`src/rtl/fetch_pkg.sv`:
```
// Shared types and constants for the instruction fetch stage.
package fetch_pkg;

    typedef enum logic [1:0] {
        IDLE = 2'd0,
        RUN  = 2'd1,
        DONE = 2'd2
    } fetch_state_t;

    localparam logic [8:0]  HALT_OP_DEFAULT = 9'h1FF;
    localparam int unsigned FIFO_DEPTH      = 2;

    // A new read fits only if buffered plus in-flight words, minus the one leaving, stay below depth.
    function automatic logic can_issue(input logic [1:0] occ, input logic inflight, input logic pop);
        logic [2:0] committed;
        committed = {1'b0, occ} + {2'b00, inflight};
        return committed < (3'(FIFO_DEPTH) + {2'b00, pop});
    endfunction

endpackage

```
`src/rtl/fetch_fifo.sv`:
```
// Two-entry buffer between the fetch stage and the decoder.
// The head entry is a register driven straight to the output; flush empties it in one cycle.
module fetch_fifo
    import fetch_pkg::*;
#(
    parameter int DW = 17
) (
    input  logic          clk,
    input  logic          reset_n,
    input  logic          flush,
    input  logic          push,
    input  logic [DW-1:0] din,
    input  logic          pop,
    output logic [DW-1:0] dout,
    output logic          valid,
    output logic [1:0]    count
);

    logic [DW-1:0] head_r;
    logic [DW-1:0] tail_r;
    logic [1:0]    count_r;
    logic          valid_r;
    logic [DW-1:0] head_s;
    logic [DW-1:0] tail_s;
    logic [1:0]    count_s;

    assign dout  = head_r;
    assign valid = valid_r;
    assign count = count_r;

    // Next entry contents and occupancy from flush/push/pop.
    always_comb begin
        head_s  = head_r;
        tail_s  = tail_r;
        count_s = count_r;
        if (flush) begin
            count_s = 2'd0;
        end else begin
            case ({push, pop})
                2'b10: begin
                    if (count_r == 2'd0) begin
                        head_s = din;
                    end else begin
                        tail_s = din;
                    end
                    count_s = count_r + 2'd1;
                end
                2'b01: begin
                    head_s  = tail_r;
                    count_s = count_r - 2'd1;
                end
                2'b11: begin
                    // Full: shift tail forward and refill; otherwise the new word replaces the head.
                    if (count_r == 2'(FIFO_DEPTH)) begin
                        head_s = tail_r;
                        tail_s = din;
                    end else begin
                        head_s = din;
                    end
                end
                default: begin
                    count_s = count_r;
                end
            endcase
        end
    end

    // Entry and occupancy registers.
    always_ff @(posedge clk or negedge reset_n) begin
        if (!reset_n) begin
            head_r  <= '0;
            tail_r  <= '0;
            count_r <= 2'd0;
            valid_r <= 1'b0;
        end else begin
            head_r  <= head_s;
            tail_r  <= tail_s;
            count_r <= count_s;
            valid_r <= (count_s != 2'd0);
        end
    end

endmodule

```
`src/rtl/instr_fetch.sv`:
```
// Fetch stage: issues reads at the current PC, tags returned words with their address
// and buffers them for the decoder, handling redirect, backpressure and HALT.
module instr_fetch
    import fetch_pkg::*;
#(
    parameter int           D       = 8,
    parameter int           W       = 9,
    parameter logic [W-1:0] HALT_OP = W'(HALT_OP_DEFAULT)
) (
    input  logic         clk,
    input  logic         reset_n,
    input  logic         start,
    input  logic [D-1:0] prog_ctr,
    input  logic         redirect,
    output logic         imem_rd_en,
    output logic [D-1:0] imem_addr,
    input  logic [W-1:0] imem_rdata,
    output logic [W-1:0] instr,
    output logic [D-1:0] instr_pc,
    output logic         instr_valid,
    input  logic         instr_ready,
    output logic         pc_hold,
    output logic         done
);

    fetch_state_t   state_r;
    fetch_state_t   state_s;
    logic           inflight_r;
    logic           inflight_s;
    logic [D-1:0]   tag_r;
    logic           done_r;
    logic           run_s;
    logic           pop_s;
    logic           halt_pop_s;
    logic           rd_en_s;
    logic           flush_s;
    logic           push_s;
    logic [1:0]     occ_s;
    logic [W+D-1:0] fifo_dout_s;

    assign imem_addr  = prog_ctr;
    assign imem_rd_en = rd_en_s;
    assign done       = done_r;
    assign instr      = fifo_dout_s[W-1:0];
    assign instr_pc   = fifo_dout_s[W+D-1:W];

    // Issue, kill and buffer control; a redirect or HALT pop kills whatever is in flight.
    always_comb begin
        run_s      = (state_r == RUN);
        pop_s      = instr_valid & instr_ready;
        halt_pop_s = run_s & pop_s & (instr == HALT_OP);
        rd_en_s    = run_s & can_issue(occ_s, inflight_r, pop_s);
        flush_s    = (run_s & redirect) | halt_pop_s;
        push_s     = run_s & inflight_r & ~redirect & ~halt_pop_s;
        inflight_s = rd_en_s & ~redirect & ~halt_pop_s;
    end

    // Next state and PC stall.
    always_comb begin
        state_s = state_r;
        pc_hold = 1'b0;
        case (state_r)
            IDLE: begin
                if (start) begin
                    state_s = RUN;
                end else begin
                    state_s = IDLE;
                end
                pc_hold = 1'b0;
            end
            RUN: begin
                if (halt_pop_s) begin
                    state_s = DONE;
                end else begin
                    state_s = RUN;
                end
                pc_hold = ~rd_en_s;
            end
            DONE: begin
                state_s = DONE;
                pc_hold = 1'b1;
            end
            default: begin
                state_s = IDLE;
                pc_hold = 1'b0;
            end
        endcase
    end

    // State, in-flight flag and address tag of the outstanding read.
    always_ff @(posedge clk or negedge reset_n) begin
        if (!reset_n) begin
            state_r    <= IDLE;
            inflight_r <= 1'b0;
            tag_r      <= '0;
            done_r     <= 1'b0;
        end else begin
            state_r    <= state_s;
            inflight_r <= inflight_s;
            done_r     <= (state_s == DONE);
            if (rd_en_s) begin
                tag_r <= prog_ctr;
            end else begin
                tag_r <= tag_r;
            end
        end
    end

    fetch_fifo #(
        .DW (W + D)
    ) u_fifo (
        .clk     (clk),
        .reset_n (reset_n),
        .flush   (flush_s),
        .push    (push_s),
        .din     ({tag_r, imem_rdata}),
        .pop     (pop_s),
        .dout    (fifo_dout_s),
        .valid   (instr_valid),
        .count   (occ_s)
    );

endmodule
```
`config.mk`:
```
export PLATFORM = sky130hd
export DESIGN_NAME = instr_fetch
export DESIGN_NICKNAME = d
export VERILOG_FILES = /design/src/rtl/fetch_pkg.sv /design/src/rtl/fetch_fifo.sv /design/src/rtl/instr_fetch.sv
export SDC_FILE = /design/constraint.sdc
export NUM_CORES = 1
export LEC_CHECK = 0
export CAP_MARGIN = 20
export CORE_UTILIZATION = 30
export DETAILED_ROUTE_END_ITERATION = 10
export HOLD_SLACK_MARGIN = 0.03
export SLEW_MARGIN = 20
export SYNTH_ARGS = -nofsm -noshare
export SYNTH_HDL_FRONTEND = slang
export SYNTH_SLANG_ARGS = --single-unit
```
`constraint.sdc`:
```
create_clock -name clk -period 2.95 [get_ports clk]
set_input_delay 0.295 -clock clk [delete_from_list [all_inputs] [get_ports clk]]
set_output_delay 0.295 -clock clk [all_outputs]
set_load 0.03 [all_outputs]
```
==> flow_metrics.py <==
metrics = {
    "sta": {
        "period_share": 0.962,
        "slew_headroom": 0.478,
        "clock_skew_ns": 0.00578,
        "worstMarginPinSlew_ns": 0.780,
        "finalSetupViolCount": 0,
        "period_minus_slack_ns": 2.84,
        "setup_ws_ns": 0.112,
        "final_hold_viol_count": 0,
        "fin_setup_tns_ns": 0,
        "slew_violations": 0,
        "fmax_ghz": 0.352,
        "holdWs_ns": 0.0796,
    },
    "final_layout": {
        "multi_input_area_um2": 1070,
        "n_antenna_cell": 0,
        "finish.instance_area_um2": 3170,
        "layout-drive-gt1-share": 0.237,
        "final-seq-area_um2": 1230,
        "final_cell_mix": "dfrtp_1 (49), clkdlybuf4s50_1 (49), mux2_2 (25)",
        "fillers": 771,
        "nets": 287,
        "final_core_utilization": 0.412,
        "layoutNonFillerInstCount": 359,
        "area_growth_pct": 33.2,
    },
    "critical_path": {
        "cp-endpoint": "u_fifo.tail_r[4]",
        "cp_max_fo": 4,
        "r2r-end": "u_fifo.tail_r[4]",
        "crit_type": "reg2reg",
        "start_kind": "register",
        "crit_start": "state_r[1]",
        "worstReg2RegStart": "state_r[1]",
        "reg2reg_depth": 11,
        "cp_data_arrival_time_ns": 3.03,
        "end_kind": "register",
        "r2r_setup_slack_ns": 0.11,
        "crit_required_ns": 3.14,
    },
    "placement": {
        "pre_cts_ws_ns": -0.220,
        "port_buffers": 50,
        "dp_hpwl_mm": 3.48,
        "placed_cells": 347,
        "gp_congestion": 0.786,
        "postPlaceCellArea_um2": 3000,
    },
    "drt": {
        "avgRoutedWirePerCell_um": 14.1,
        "drc": 0,
        "final_antenna_net_count": 0,
        "vias": 1760,
        "vias_per_cell": 4.90,
        "first_pass_iters": 4,
        "wirelength_mm": 5.07,
        "drtIter0Drc": 57,
    },
    "power_and_ir_drop": {
        "p_sw_mw": 0.259,
        "switching_share": 0.226,
        "pwr_density_cell_nw_per_um2": 361,
        "comb_power_share": 0.071,
        "p_total_mw": 1.15,
        "peakVddDrop_uv": 178,
        "power.internal_mw": 0.887,
        "pwr-share-clk": 0.335,
        "seq_power_share": 0.594,
        "leakage_nw": 1.40,
    },
    "synthesis": {
        "synth_compound_area_frac": 0.195,
        "synth_top_family_by_area": "compound AO/OA/AOI/OAI gates",
        "synthCells": 201,
        "syn_area_per_cell_um2": 11.8,
        "synth_xor_area_frac": 0.00368,
        "synthDistinctLibCells": 33,
        "synthTopCellsByArea": "dfrtp_1 (52%), mux2_2 (12%), a22oi_1 (5.4%), o31ai_1 (5.4%), o21ai_0 (4.8%)",
        "synth_top_cell_area_share": 0.516,
        "synth-adder-area-share": 0.0473,
        "syn-num-nets": 232,
        "ys_seq_elements": 49,
        "synth-simple-area-share": 0.0558,
        "yosysSeqAreaShare": 0.516,
        "synth.mux.area_fraction": 0.123,
        "syn_area_um2": 2380,
        "yosysWarnings": 0,
        "yosys.area.top_type": "dfrtp_1",
    },
    "clock_network": {
        "cts-htree-levels": 2,
        "cts_tree": "done",
        "clk_latency_ns": 0.30,
        "path_clk_slew_ns": 0.09,
        "clock-sinks": 49,
        "clock_path_buffers": 2,
        "cts-root-buf": "clkbuf_8",
        "numCtsBuffers": 5,
    },
    "global_routing": {
        "gr-total-overflow": 0,
        "grt_max_degree": 50,
        "antenna_found_initial": 0,
        "grt_pass1_vias": 1742,
        "grt_pass1_wl_mm": 8.37,
        "grt_use_total": 0.127,
    },
    "floorplanning": {
        "fp.dieH_um": 91.0,
        "ios": 51,
        "core_area_um2": 7690,
        "die_w_um": 91.0,
        "dieArea_um2": 8290,
        "num_rows": 32,
        "initial_core_util": 0.309,
    },
    "status": {
        "status": "completed",
    },
    "worst_hold_path": {
        "min_path_type": "in2async",
    },
    "job": {
        "max_cap_viol_count": 0,
    },
}
## registers in the layout (all words and copies together), names as in the netlist
name	cells
u_fifo.tail_r	17
tag_r	8
state_r	2
u_fifo.count	2
inflight_r	1
u_fifo.dout	17
done	1
u_fifo.valid	1
## critical path, cell delays in order, from the launching register on
cell and delay [ns]:
dfrtp_1 0.42, inv_2 0.09, ha_4 0.13, nand2_1 0.07, or4_4 0.51, nand4b_1 0.14, inv_1 0.08, buf_4 0.14
ha_4 0.16, a2111oi_4 0.45, buf_4 0.22, mux2_2 0.33
## timing repair
| action | 4_1_cts | 5_1_grt |
|---|---|---|
| hold buffers | 0 | 0 |
| pin swaps | 0 | 4 |
| endpoints found under the setup margin | 17 | 30 |
| buffers inserted | 0 | 3 |
| cloned | 0 | 1 |
| resized for setup | 2 | 8 |
## layout make-up
class / instances / share of cell area
multi-input cells: 126 / 0.337
repair buffers: 68 / 0.201
flip-flops and latches: 49 / 0.387
inverters: 6 / 0.00711
clock buffers: 6 / 0.0229
clock inverters: 2 / 0.00474
well taps: 102 / 0.0403
## cells in the mapped netlist, drive strengths merged
| master | count |
|---|---|
| a2111oi | 1 |
| a21o | 2 |
| a21oi | 5 |
| a22oi | 17 |
| buf | 15 |
| clkbuf | 5 |
| dfrtp | 49 |
| ha | 9 |
| inv | 6 |
| mux2 | 25 |
| mux2i | 1 |
| nand2 | 4 |
| nand2b | 1 |
| nand3 | 1 |
| nand3b | 3 |
| nand4 | 2 |
| nand4b | 1 |
| nor2 | 4 |
| nor2b | 3 |
| nor3 | 2 |
| o21ai | 24 |
| o31ai | 17 |
| o41ai | 1 |
| or3 | 1 |
| or4 | 1 |
| xnor2 | 1 |
## worst min path at each step
stage | slack (ns) | endpoint | startpoint | cells after the start
after floorplan | -0.0006 | done | reset_n | 0
after global placement | 0.44 | done | reset_n | 2
after detailed placement | 0.43 | done | reset_n | 2
after CTS | 0.11 | done | reset_n | 2
after global routing | 0.13 | state_r[0] | reset_n | 2
final | 0.08 | done | reset_n | 2
## power by group through the flow
stage               Clock, mW  Combinational, mW  Sequential, mW
floorplan                   0             0.0331           0.693
global placement            0             0.0829           0.694
detailed placement          0             0.0829           0.694
CTS                     0.399             0.0834           0.681
global route            0.420             0.0899           0.682
finish                  0.384             0.0815           0.680
## kinds of logic (layout without fill, tap and decap cells)
| kind of cell | Yosys count | in the layout |
|---|---|---|
| AOI/OAI and AO/OA | 67 | 67 |
| DFF | 49 | 49 |
| muxes | 26 | 26 |
| buffers and inverters | 26 | 82 |
| and+or+nand+nor | 23 | 23 |
| adders and majority gates | 9 | 9 |
| xor gates and xnor gates | 1 | 1 |
## layer usage
| metal | vias to the layer above | share of wire | global-route usage |
|---|---|---|---|
| met3 | 2 | 0.063 | 0.0310 |
| met4 | 0 | 0.0036 | 0.0278 |
| met2 | 45 | 0.49 | 0.215 |
| met5 | - | 0 | 0 |
| met1 | 866 | 0.45 | 0.164 |
| li1 | 847 | - | - |
Power figures use the tool's default switching activity.
